===== src/rtl/reg_writeback_pkg.sv =====
// Shared writeback types: register data/index types, grant source, starvation limit.
package opcodes;

    typedef logic [31:0] register_t;
    typedef logic [4:0]  register_num_t;

    typedef enum logic [1:0] {
        WB_NONE,
        WB_ALU,
        WB_MEM
    } wb_src_t;

    localparam int STARVE_W = 3;
    localparam logic [STARVE_W-1:0] STARVE_LIMIT = 3'd4;

endpackage


===== src/rtl/reg_writeback_arbiter.sv =====
// Writeback arbiter: mem-priority grant with an ALU anti-starvation counter.
module wb_arbiter
    import opcodes::*;
(
    input  logic    clk,
    input  logic    rst,
    input  logic    alu_valid,
    input  logic    mem_valid,
    output wb_src_t grant
);

    logic [STARVE_W-1:0] starve_cnt;
    logic [STARVE_W-1:0] starve_next;
    logic                starved;

    assign starved = (starve_cnt == STARVE_LIMIT);

    always_comb begin
        grant = WB_NONE;
        if (rst) begin
            grant = WB_NONE;
        end else if (alu_valid && mem_valid) begin
            grant = starved ? WB_ALU : WB_MEM;
        end else if (mem_valid) begin
            grant = WB_MEM;
        end else if (alu_valid) begin
            grant = WB_ALU;
        end
    end

    // Counts only cycles where the ALU was waiting and lost.
    always_comb begin
        starve_next = starve_cnt;
        if (!alu_valid || grant == WB_ALU) begin
            starve_next = '0;
        end else begin
            starve_next = starve_cnt + 1'b1;
        end
    end

    always_ff @(posedge clk) begin
        if (rst) begin
            starve_cnt <= '0;
        end else begin
            starve_cnt <= starve_next;
        end
    end

endmodule


===== src/rtl/reg_writeback.sv =====
// Register file writeback stage with busy scoreboard and writeback counter.
// Optional WB_BYPASS_EN: register_bank shows incoming data during the transfer cycle.
module reg_writeback
    import opcodes::*;
(
    input  logic          clk,
    input  logic          rst,
    input  logic          alu_valid,
    input  register_num_t alu_rd,
    input  register_t     alu_data,
    output logic          alu_ready,
    input  logic          mem_valid,
    input  register_num_t mem_rd,
    input  register_t     mem_data,
    output logic          mem_ready,
    input  logic          rsv_valid,
    input  register_num_t rsv_rd,
    output register_t     register_bank [32],
    output logic [31:0]   busy,
    output logic [31:0]   wb_count
);

    wb_src_t       grant;
    logic          wb_en;
    register_num_t wb_rd;
    register_t     wb_data;
    register_t     regs [32];
    logic [31:0]   busy_next;

    wb_arbiter u_arb (
        .clk       (clk),
        .rst       (rst),
        .alu_valid (alu_valid),
        .mem_valid (mem_valid),
        .grant     (grant)
    );

    assign alu_ready = (grant == WB_ALU);
    assign mem_ready = (grant == WB_MEM);
    assign wb_en     = (grant != WB_NONE);

    always_comb begin
        wb_rd   = '0;
        wb_data = '0;
        unique case (grant)
            WB_ALU: begin
                wb_rd   = alu_rd;
                wb_data = alu_data;
            end
            WB_MEM: begin
                wb_rd   = mem_rd;
                wb_data = mem_data;
            end
            default: begin
                wb_rd   = '0;
                wb_data = '0;
            end
        endcase
    end

    always_ff @(posedge clk) begin
        if (rst) begin
            for (int i = 0; i < 32; i++) begin
                regs[i] <= '0;
            end
        end else if (wb_en && wb_rd != '0) begin
            regs[wb_rd] <= wb_data;
        end
    end

    // A new reservation outranks a retiring write to the same register.
    always_comb begin
        busy_next = busy;
        if (wb_en) begin
            busy_next[wb_rd] = 1'b0;
        end
        if (rsv_valid) begin
            busy_next[rsv_rd] = 1'b1;
        end
        busy_next[0] = 1'b0;
    end

    always_ff @(posedge clk) begin
        if (rst) begin
            busy     <= '0;
            wb_count <= '0;
        end else begin
            busy <= busy_next;
            if (wb_en) begin
                wb_count <= wb_count + 32'd1;
            end
        end
    end

    always_comb begin
        for (int i = 0; i < 32; i++) begin
            register_bank[i] = regs[i];
        end
`ifdef WB_BYPASS_EN
        if (wb_en && wb_rd != '0) begin
            register_bank[wb_rd] = wb_data;
        end
`else
        register_bank[0] = regs[0];
`endif
    end

endmodule

===== config.mk =====
export PLATFORM = sky130hd
export DESIGN_NAME = reg_writeback
export DESIGN_NICKNAME = d
export VERILOG_FILES = /design/src/rtl/reg_writeback_pkg.sv /design/src/rtl/reg_writeback_arbiter.sv /design/src/rtl/reg_writeback.sv
export SDC_FILE = /design/constraint.sdc
export NUM_CORES = 1
export LEC_CHECK = 0
export ABC_CLOCK_PERIOD_IN_PS = 10850
export BUFFER_PORTS_ARGS = -buffer_cell sky130_fd_sc_hd__buf_2
export CORE_AREA = 2 2 454 456
export DETAILED_ROUTE_END_ITERATION = 16
export DIE_AREA = 0 0 456 458
export SETUP_SLACK_MARGIN = 0.05
export SYNTH_ARGS = -nofsm -noshare
export SYNTH_HDL_FRONTEND = slang
export SYNTH_SLANG_ARGS = --single-unit

===== constraint.sdc =====
create_clock -name clk -period 10.85 [get_ports clk]
set_clock_uncertainty 0.05 [all_clocks]
set_input_delay 2.17 -clock clk [delete_from_list [all_inputs] [get_ports clk]]
set_output_delay 2.17 -clock clk [all_outputs]
set_load 0.03 [all_outputs]

==> results by group <==
Yosys
  • Post-synth EDFFs: 1024
  • Synth Warn #: 0
  • Largest area contributor in the netlist: edfxtp_1
  • Syn Area/Cell: 13.86 sq um
  • Asr flop ratio synth: 0%
  • Cell variety after synth: 61
  • Dominant synthesized flop cell: edfxtp_1
  • Sequential area share after synthesis: 80.10%
  • Synthesized instance count: 2888
  • Post-Syn Area: 40040 sq um
  • Synth top area cells: edfxtp_1, nor2_1, dfxtp_1, nand2_1, clkbuf_1
  • Share of the synthesized area in the top cell type: 76.80%
  • FF+latch count, synth: 1090

Die
  • Die area: 208800 sq um
  • Die height: 458 microns
  • # IOs: 1174
  • Core Footprint: 203800 sq um
  • Row Count: 166
  • Initial Utilization: 19.65%
  • Die Wd: 456 microns

GRT
  • Vias in the first global route: 28640
  • First-pass GRT wire length: 264700 microns
  • Gr usage total: 18.95%
  • Largest net degree at the start of global routing: 69
  • Initial antenna violation count: 28
  • Grt total ovfl: 0

Power
  • Pwr per Cell Area: 178.1 nW/um^2
  • Worst vdd ir: 0.1289 mV
  • LEAKAGE: 19.88 nW

Clock tree
  • Clk sink count: 1090
  • Clk buf depth: 3
  • CTS tree: done
  • Worst-Skew Late Latency: 0.77 ns
  • H-Tree Depth: 3
  • Post-cts hold buffer count: 0
  • CTS root buf: clkbuf_16
  • Num CTS Buffers: 113
  • Clock slew at reported path FFs: 0.06 ns
  • Setup Buffers After CTS: 0
  • # resized after CTS: 0

Finish
  • Commonest non-fill, non-tap cells in the layout: buf_2, edfxtp_1, nor2_1
  • Sequential Area: 32070 sq um
  • Area grow syn2layout: 33.06%
  • Finished Layout Cells: 6871
  • Layout cells sized above 1: 36.76%
  • Commonest non-fill, non-tap cell in the layout: buf_2
  • Filler cells: 21220
  • Area of the multi-input gates: 7681 sq um
  • Nets: 4163

Timing
  • Fmax: 146.3 MHz
  • Final setup fails: 0
  • Period utilization: 63.00%
  • Setup TNS: 0 ns
  • Final hold vios: 0
  • Min Hold Slack: 0.4274 ns
  • Period minus WS final: 6.836 ns
  • Rel. slew slack: 22.90%
  • Worst-Margin Slew: 1.153 ns
  • Max Transition Viols Final: 0
  • RSZ-0062 raised after global routing: false

Drt
  • Vias per cell: 4.378
  • WL per Instance: 30.07 microns
  • Drt first pass iters: 6
  • Routed vias: 30080
  • Initial drt markers: 3780
  • Drc violations: 0
  • Routed Antenna Nets: 0
  • Final WL: 206600 microns

Worst setup path
  • Critical Path AT: 7.14 ns
  • Setup crit end kind: flip-flop
  • Critical Path Fanout Max: 47
  • Critical path start-end classification: primary input to flip-flop
  • Worst Path Required: 11.16 ns
  • Startpoint Class: primary input

Placement
  • Dpl hpwl: 151200 microns
  • # port buffers: 1172
  • GPL Wtd Cong: 0.8770
  • Placed Cells: 6646

Job
  • MaxCap Viol Count: 0

Status
  • Outcome: completed

Min path
  • Hold crit path type: flip-flop to flip-flop
metal layers:
layer  vias to the layer above  global-route usage (%)  routed length, microns
met5                         -                       0                      52
met3                       322                   5.310                   19690
met1                     15390                   22.50                   76420
met4                         8                   5.928                    6521
li1                      12480                       -                       -
met2                      1882                   33.01                  103900
power by group:
part           switching (mW)  internal, mW
clock                    1.76          2.18
combinational           0.635         0.138
sequential             0.0581          4.72
per-stage QoR:
step | util (%) | instance area (sq um) | power, mW | worst slack (ns)
floorplan | - | 40160 | 5.277 | 3.394
global placement | 24.33 | 49580 | 5.647 | 3.481
detailed placement | 24.33 | 49580 | 5.651 | 3.342
CTS | 26.13 | 53240 | 9.562 | 4.142
global route | 26.14 | 53250 | 9.737 | 3.832
finish | 26.15 | 53280 | 9.490 | 4.014
worst max-delay path, cell delays in order:
cell	delay, ns
buf_4	0.28
inv_4	0.34
nand2_1	0.17
a21oi_1	0.31
ha_4	0.63
nand2_1	0.29
o32ai_2	0.78
nand3_2	0.91
nand2_2	1.15
path summary, 6_finish.rpt:
| kind | startpoint | to | slack (ns) | cells after the start |
|---|---|---|---|---|
| max | rst | regs[5][2]$_SDFFCE_PN0P_ | 4.01 | 9 |
| min | busy[29]$_SDFF_PP0_ | busy[29]$_SDFF_PP0_ | 0.43 | 2 |
| max reg2reg | u_arb.starve_cnt[0]$_SDFF_PP0_ | regs[5][2]$_SDFFCE_PN0P_ | 5.63 | 9 |
| min reg2reg | busy[29]$_SDFF_PP0_ | busy[29]$_SDFF_PP0_ | 0.43 | 2 |
cell families (layout without fill, tap and decap cells):
family	count (synthesis)	in the layout	share of synthesized area, %
AOI/OAI and AO/OA	135	135	2.237
other	1	48	0.009366
xor gates and xnor gates	25	25	0.5469
muxes	1	1	0.02500
adders and majority gates	6	6	0.1875
buffers and inverters	217	1465	2.281
and+or+nand+nor	1413	1413	14.62
DFF	1090	1090	80.10
cells in the mapped netlist, drive strengths merged, types with 3 or more instances:
library cell,n
dfxtp,66
o211ai,8
xor2,15
or3,10
and3,4
and2,5
or4,3
edfxtp,1024
o21ai,41
clkbuf,147
nand3b,3
a32o,10
o31ai,6
and4,5
nand3,37
xnor2,10
nor3b,6
nor4,4
or2,38
nand2,197
ha,6
nor2b,5
a31o,3
and3b,4
nand4,12
a21oi,23
a22oi,36
nor3,109
nor2,965
buf,62
inv,7
cell type report:
| cell class | count | share of cell area (%) |
|---|---|---|
| clock buffer | 143 | 5.636 |
| tap | 2688 | 6.313 |
| inverter | 8 | 0.06106 |
| timing repair buffer | 1247 | 12.07 |
| sequential | 1090 | 60.19 |
| antenna | 15 | 0.07045 |
| clock inverter | 67 | 1.238 |
| multi-input combinational | 1613 | 14.42 |
flip-flops by register name, indices dropped and copies added, names as in the netlist:
name,flops
busy,31
regs,1024
u_arb.starve_cnt,3
wb_count,32
Note: power is estimated with default switching activity, not from simulation.
